## src/rtl/tang_uart_pkg.sv

```systemverilog
// Shared UART definitions: receiver FSM states and the default bit period
// used by both the transmitter and the receiver.
package tang_uart_pkg;

   // 27 MHz / 115200 baud
   localparam int unsigned CLKS_PER_BIT_DEF = 234;

   typedef enum logic [2:0] {
      IDLE,
      START,
      DATA,
      STOP,
      WAIT_IDLE
   } rx_state_t;

endpackage

```

## src/rtl/tang_sync2.sv

```systemverilog
// Two-flop synchronizer for a single asynchronous bit, with a selectable
// reset value so an idle-high line does not look like a start edge.
module tang_sync2 #(
   parameter logic RST_VAL = 1'b1
) (
   input  logic i_clk,
   input  logic i_rst_n,
   input  logic i_d,
   output logic o_q
);

   logic r_meta;

   always_ff @(posedge i_clk or negedge i_rst_n) begin
      if (!i_rst_n) begin
         r_meta <= RST_VAL;
         o_q    <= RST_VAL;
      end else begin
         r_meta <= i_d;
         o_q    <= r_meta;
      end
   end

endmodule

```

## src/rtl/tang_uart_rx.sv

```systemverilog
// 8N1 UART receiver: start-bit centring, LSB-first data capture, one-byte
// holding register with valid/ready handoff, framing-error and overrun pulses.
module tang_uart_rx
   import tang_uart_pkg::*;
#(
   parameter int unsigned CLKS_PER_BIT = CLKS_PER_BIT_DEF
) (
   input  logic       SYS_CLK,
   input  logic       SYS_RST_N,
   input  logic       RX_IN,
   output logic [7:0] RX_DATA,
   output logic       RX_VALID,
   input  logic       RX_READY,
   output logic       RX_BUSY,
   output logic       RX_FRAME_ERR,
   output logic       RX_OVERRUN
);

   localparam int unsigned TW        = $clog2(CLKS_PER_BIT);
   localparam logic [TW-1:0] HALF_LOAD = TW'(CLKS_PER_BIT / 2 - 1);
   localparam logic [TW-1:0] FULL_LOAD = TW'(CLKS_PER_BIT - 1);

   logic            w_rxs;
   rx_state_t       r_state,   w_state_next;
   logic [TW-1:0]   r_timer,   w_timer_next;
   logic [2:0]      r_bit_idx, w_bit_idx_next;
   logic [7:0]      r_shift,   w_shift_next;
   logic [7:0]      w_data_next;
   logic            w_valid_next;
   logic            w_ferr_next;
   logic            w_ovr_next;
   logic            w_tick;

   tang_sync2 #(
      .RST_VAL (1'b1)
   ) u_sync (
      .i_clk   (SYS_CLK),
      .i_rst_n (SYS_RST_N),
      .i_d     (RX_IN),
      .o_q     (w_rxs)
   );

   assign w_tick = (r_timer == '0);

   // State, timing and holding-register flops
   always_ff @(posedge SYS_CLK or negedge SYS_RST_N) begin
      if (!SYS_RST_N) begin
         r_state      <= IDLE;
         r_timer      <= '0;
         r_bit_idx    <= '0;
         r_shift      <= '0;
         RX_DATA      <= '0;
         RX_VALID     <= 1'b0;
         RX_BUSY      <= 1'b0;
         RX_FRAME_ERR <= 1'b0;
         RX_OVERRUN   <= 1'b0;
      end else begin
         r_state      <= w_state_next;
         r_timer      <= w_timer_next;
         r_bit_idx    <= w_bit_idx_next;
         r_shift      <= w_shift_next;
         RX_DATA      <= w_data_next;
         RX_VALID     <= w_valid_next;
         RX_BUSY      <= (w_state_next != IDLE);
         RX_FRAME_ERR <= w_ferr_next;
         RX_OVERRUN   <= w_ovr_next;
      end
   end

   // Next-state and output decode
   always_comb begin
      w_state_next   = r_state;
      w_timer_next   = r_timer;
      w_bit_idx_next = r_bit_idx;
      w_shift_next   = r_shift;
      w_data_next    = RX_DATA;
      w_valid_next   = RX_VALID & ~RX_READY;
      w_ferr_next    = 1'b0;
      w_ovr_next     = 1'b0;

      case (r_state)
         IDLE: begin
            if (!w_rxs) begin
               w_timer_next = HALF_LOAD;
               w_state_next = START;
            end
         end

         START: begin
            if (!w_tick) begin
               w_timer_next = r_timer - TW'(1);
            end else if (w_rxs) begin
               w_state_next = IDLE;
            end else begin
               w_timer_next   = FULL_LOAD;
               w_bit_idx_next = '0;
               w_state_next   = DATA;
            end
         end

         DATA: begin
            if (!w_tick) begin
               w_timer_next = r_timer - TW'(1);
            end else begin
               w_shift_next = {w_rxs, r_shift[7:1]};
               w_timer_next = FULL_LOAD;
               if (r_bit_idx == 3'd7) begin
                  w_state_next = STOP;
               end else begin
                  w_bit_idx_next = r_bit_idx + 3'd1;
               end
            end
         end

         STOP: begin
            if (!w_tick) begin
               w_timer_next = r_timer - TW'(1);
            end else if (w_rxs) begin
               // An accept on this same edge frees the slot for the new byte
               if (!RX_VALID || RX_READY) begin
                  w_data_next  = r_shift;
                  w_valid_next = 1'b1;
               end else begin
                  w_ovr_next = 1'b1;
               end
               w_state_next = IDLE;
            end else begin
               w_ferr_next  = 1'b1;
               w_state_next = WAIT_IDLE;
            end
         end

         WAIT_IDLE: begin
            if (w_rxs) begin
               w_state_next = IDLE;
            end
         end

         default: begin
            w_state_next = IDLE;
         end
      endcase
   end

endmodule
```

## config.mk

```make
export PLATFORM = sky130hd
export DESIGN_NAME = tang_uart_rx
export DESIGN_NICKNAME = d
export VERILOG_FILES = /design/src/rtl/tang_uart_pkg.sv /design/src/rtl/tang_sync2.sv /design/src/rtl/tang_uart_rx.sv
export SDC_FILE = /design/constraint.sdc
export NUM_CORES = 1
export LEC_CHECK = 0
export ABC_AREA = 1
export BUFFER_PORTS_ARGS = -buffer_cell sky130_fd_sc_hd__buf_4
export CORE_ASPECT_RATIO = 1.5
export CORE_MARGIN = 2
export CORE_UTILIZATION = 45
export DETAILED_ROUTE_END_ITERATION = 7
export PLACE_DENSITY = 0.68
export SETUP_SLACK_MARGIN = 0.1
export SYNTH_ARGS = -nofsm -noshare
export SYNTH_HDL_FRONTEND = slang
export SYNTH_SLANG_ARGS = --single-unit
export TNS_END_PERCENT = 50
```

## constraint.sdc

```tcl
create_clock -name SYS_CLK -period 1.9 [get_ports SYS_CLK]
set_input_delay 0.095 -clock SYS_CLK [delete_from_list [all_inputs] [get_ports SYS_CLK]]
set_output_delay 0.095 -clock SYS_CLK [all_outputs]
set_load 0.05 [all_outputs]
```

==> Word level (Yosys, flattened, before mapping) <==
Cells that the tools add are included.
{ "classes": {"n_bitwise": 2, "n_eq_ne": 12, "add_sub_neg": 2, "mux": 31, "reduce_logical": 11} }
{ "op_table": {"columns": ["cell", "count"], "rows": [
  ["2-to-1 mux 8 bit", 5],
  ["2-to-1 mux 3 bit", 11],
  ["one-hot mux 8 bit (4 select lines)", 1],
  ["one-hot mux 3 bit (5 select lines)", 1],
  ["!= test 2 bit, second input constant", 6],
  ["2-to-1 mux 1 bit", 11],
  ["zero test 8 bit", 1],
  ["AND reduction 4 bit", 2],
  ["subtractor 8 x 1 -> 8 bit, second input constant", 1],
  ["== test 3 x 2 -> 1 bit, second input constant", 2],
  ["== test 3 bit, second input constant", 2],
  ["one-hot mux 3 bit (2 select lines)", 1],
  ["AND reduction 5 bit", 1],
  ["nonzero test 4 bit", 1],
  ["adder 3 x 1 -> 3 bit, second input constant", 1],
  ["== test 3 x 1 -> 1 bit, second input constant", 1],
  ["zero test 3 bit", 1],
  ["!= test 3 bit, second input constant", 1],
  ["nonzero test 3 bit", 1],
  ["2-to-1 mux 2 bit", 1],
  ["AND reduction 2 bit", 1],
  ["nonzero test 2 bit", 1],
  ["AND 1 bit", 1],
  ["zero test 1 bit", 1],
  ["2 further kinds", 2]
]} }
{ "totals": {"wordCells": 69, "ff_bits": 36, "output_inout_bits": 12, "inputBits": 4} }

==> Logic depth before layout (Yosys ltp) <==
{ "logic_depth": {"word_depth": 6, "depth_mapped": 10, "depth_no_buf": 10} }

==> By module <==
From an unflattened synthesis, not the netlist that was laid out.
{ "hier_totals": {"cells_unflattened": 204, "hier_area_um2": 1761.7} }
{ "by_module_without_submodules": {"columns": ["mod", "area_each_um2", "cells_per_inst", "instances", "seq_area_each_um2"], "rows": [
  ["tang_uart_rx", 1709.1, 202, 1, 850.8],
  ["tang_sync2", 52.6, 2, 1, 52.6]
]} }

==> Least setup slack after synthesis <==
OpenSTA, ideal clock, no wires.
{ "synth_path": {"path_kind": "register to register", "from": "register r_timer[0]", "to": "register RX_DATA[6]", "arrival_ns": 1.424, "n_path_buf": 1, "period_less_slack_ns": 1.543, "path_slack_ns": 0.357, "t_required_ns": 1.781, "setup_time_ns": 0.119, "path_stages_with_launch": 11, "cell_sequence": "dfrtp_1 -> inv_1 -> ha_1 -> nand2_1 -> nor2_8 -> nand2_4 -> nor2_4 -> nand2_4 -> buf_6 -> nand2_2 -> o21ai_2"} }
{ "synth_via": {"elab_chain_cells": 2} }
{ "synth_lines": {"columns": ["element", "line", "rtl"], "rows": [
  ["from (decl)", "tang_uart_rx.sv:25", "logic [TW-1:0] r_timer, w_timer_next;"],
  ["from (signal assigned)", "tang_uart_rx.sv:59", "r_timer <= w_timer_next;"],
  ["zero test 8 bit", "tang_uart_rx.sv:43", "assign w_tick = (r_timer == '0);"],
  ["AND reduction 4 bit (no line)", null, null],
  ["to (signal assigned)", "tang_uart_rx.sv:62", "RX_DATA <= w_data_next;"],
  ["to (decl)", "tang_uart_rx.sv:11", "output logic [7:0] RX_DATA,"]
]} }
Every way passes these cells.
A chain may end at the register's enable or synchronous reset.

==> Final worst setup path <==
{ "layout_path": {"from": "register r_timer[0]", "to": "register RX_DATA[3]"} }
Same word-level chain as after synthesis.

==> reports/metrics.cfg <==
[place]
dp.cells = 267
hpwl_um = 2400
io_buffers = 15
gp_congestion = 0.801
place_area_um2 = 1970

[yosys]
syn_inst = 209
synth.area.top_cells = dfrtp_1 (47%), nand2_1 (12%), inv_1 (4.8%)
avgSynthCellArea_um2 = 8.68
ys_types = 29
yosys.area.top_type = dfrtp_1
synth_nets = 217
async_flop_share_pct = 100
yosysMostFrequentCell = nand2_1
ys_top_cells_by_count = nand2_1 (60), dfrtp_1 (34), inv_1 (23)
ys_warn_count = 0
ys_seq_elements = 36
synth_edf_count = 0
yosysSeqAreaShare_pct = 49.8
synth_flop_cell = dfrtp_1
synth_area_um2 = 1810
yosys.area.top_type_share_pct = 46.9

[worst_setup_path]
crit_top_cell = nand2_1
arrival_ns = 1.82
worst-path-buf-inv = 1
cpPeakStageDelay_ns = 0.36
slowest_stage = dfrtp_1
worst_path_dominant_cell_family = simple AND/OR/NAND/NOR gates
cp-end-kind = flip-flop
cp.required_ns = 2.09
criticalPathCategory = flip-flop to flip-flop
cp-start-kind = flip-flop
cp_max_fo = 15
crit_chain = inv_1 > ha_1 > nand2_1 > nor2_8 > nand2_4 > nor2_4 > nand2_8 > nand2_1 > o21ai_2

[sta]
rsz0062_at_grt = yes
finalSetupTns_ns = 0
skew_ns = 0.00931
timing.final.crit_share_pct = 85.9
finalSetupViolCount = 0
fmax_ghz = 0.613
hold_viol = 0
tightest_slew_ns = 0.467
drv_slew = 0
max_slew_margin_pct = 68.9
period_needed_ns = 1.63

[pwr]
vdd_ir_drop_max_mv = 0.661
p_leak_uw = 0.00107
report.power.total_uw = 1340
cellPowerDensity_nw_per_um2 = 642

[finish]
fin_area_um2 = 2090
fillers = 382
area_delta_synth_final_pct = 15.4
stdcell_count = 277
finalNetCount = 239
drive_above_1_share_pct = 22.4
num_antenna_cells = 0

[global_routing]
grt_pass1_vias = 1304
grt_overflow_total = 0
grt_usage_pct = 16.6
grt_pass1_wl_um = 5800
antenna_found_initial = 0
grt_start_max_net_pins = 37

[clock_tree]
cts.clk_slew.worst_paths_ns = 0.08
postCtsSetupBuffers = 0
cts_tree = built
clock_path_buffers = 2
h-tree-depth = 2
numClockSinks = 36
clk_latency_ns = 0.29
cts_root_buf = clkbuf_8
cts_buffers = 5

[route]
avgViaCountPerCell = 4.94
drc_errors = 0
firstDrtPassIters = 4
drt_iter0_markers = 71
num_vias = 1368
wire_per_inst_um = 11.8
ant_nets = 0
postRouteWirelength_um = 3280

[floorplanning]
die_x_um = 55.8
core_area_um2 = 3920
die_area_um2 = 4570
core.rowCount = 28
start_util_pct = 46.2
die_y_um = 81.8
ios = 16

[status]
outcome = finished, final reports clean

[worst_hold_path]
hold_class = input pin to flip-flop

[run]
maxCapViolCount = 0

## cell type report
type                            instances  area (um2)  share of cell area (%)
Multi-Input combinational cell        145         811                    38.7
Clock inverter                          3        23.8                    1.14
Sequential cell                        36         903                    43.2
Timing Repair Buffer                   17         133                    6.34
Clock buffer                            5        68.8                    3.29
Inverter                               26        97.6                    4.66
Tap cell                               45        56.3                    2.69
## logic make-up after synthesis
group	Yosys count	share of synthesized area, %
compound gates	28	10.7
buf+inv	28	6.28
flops	36	49.8
xor+xnor	1	0.483
simple gates	112	30.0
fa+ha+maj	4	2.76
## stage by stage
| step | hold slack, ns | worst slack, ns | utilization, % |
|---|---|---|---|
| 2_1_floorplan | -0.201 | 0.357 | - |
| 3_3_place_gp | 0.0826 | 0.294 | 50.1 |
| 3_5_place_dp | 0.0833 | 0.241 | 50.1 |
| 4_1_cts | 0.162 | 0.217 | 53.0 |
| 5_1_grt | 0.246 | 0.0941 | 53.3 |
| 6_report | 0.239 | 0.268 | 53.3 |
## worst register-to-register path: stages (launching register included)
cell and delay (ns):
dfrtp_1 0.36, inv_1 0.14, ha_1 0.19, nand2_1 0.13
nor2_8 0.19, nand2_4 0.08, nor2_4 0.16, nand2_8 0.13
nand2_1 0.10, o21ai_2 0.05
## final timing paths
check	from	endpoint	slack, ns	cells past startpoint
worst max-delay path	r_timer[0]	RX_DATA[3]	0.27	9
worst min-delay path	RX_READY	RX_OVERRUN	0.24	4
worst max register to register	r_timer[0]	RX_DATA[3]	0.27	9
worst min register to register	u_sync.r_meta	u_sync.o_q	0.36	0
max in group asynchronous	SYS_RST_N	u_sync.r_meta	1.24	2
min in group asynchronous	SYS_RST_N	RX_BUSY	0.30	2
## routing by layer
metal	vias to the layer above	part of all wire (%)	track usage [%]
li1	700	-	-
met1	635	41	17.4
met2	23	53	30.6
met3	10	3.2	4.25
met4	0	2.9	9.05
met5	-	0	0
## report_power, final
group	internal [uW]	switching (uW)
Clock	259	286
Sequential	770	2.80
Combinational	7.45	18.9
Total	1040	308
## placed cells by master, fill, tap and decap left out, drive strengths merged, types with 2 or more instances in the layout
cell         count
clkinvlp         2
nand3           14
clkbuf           5
nand4            2
ha               4
o211ai           3
nand3b           3
nand2           68
dlygate4sd3      2
or2              2
o21ai           23
inv             26
dfrtp           34
dfstp            2
nor2            21
buf             15
## flip-flops by register name (all words and copies together), names as in the netlist
register and cells:
RX_FRAME_ERR 1, u_sync.r_meta 1, RX_VALID 1, RX_DATA 8
r_shift 8, RX_OVERRUN 1, r_state 3, r_bit_idx 3
RX_BUSY 1, u_sync.o_q 1, r_timer 8
## repair_timing
action,CTS,global route
endpoints found under the setup margin,0,3
gates resized for setup,0,2
hold buffers,2,0
hold endpoints to repair,35,0
(Power assumes the default switching activity.)
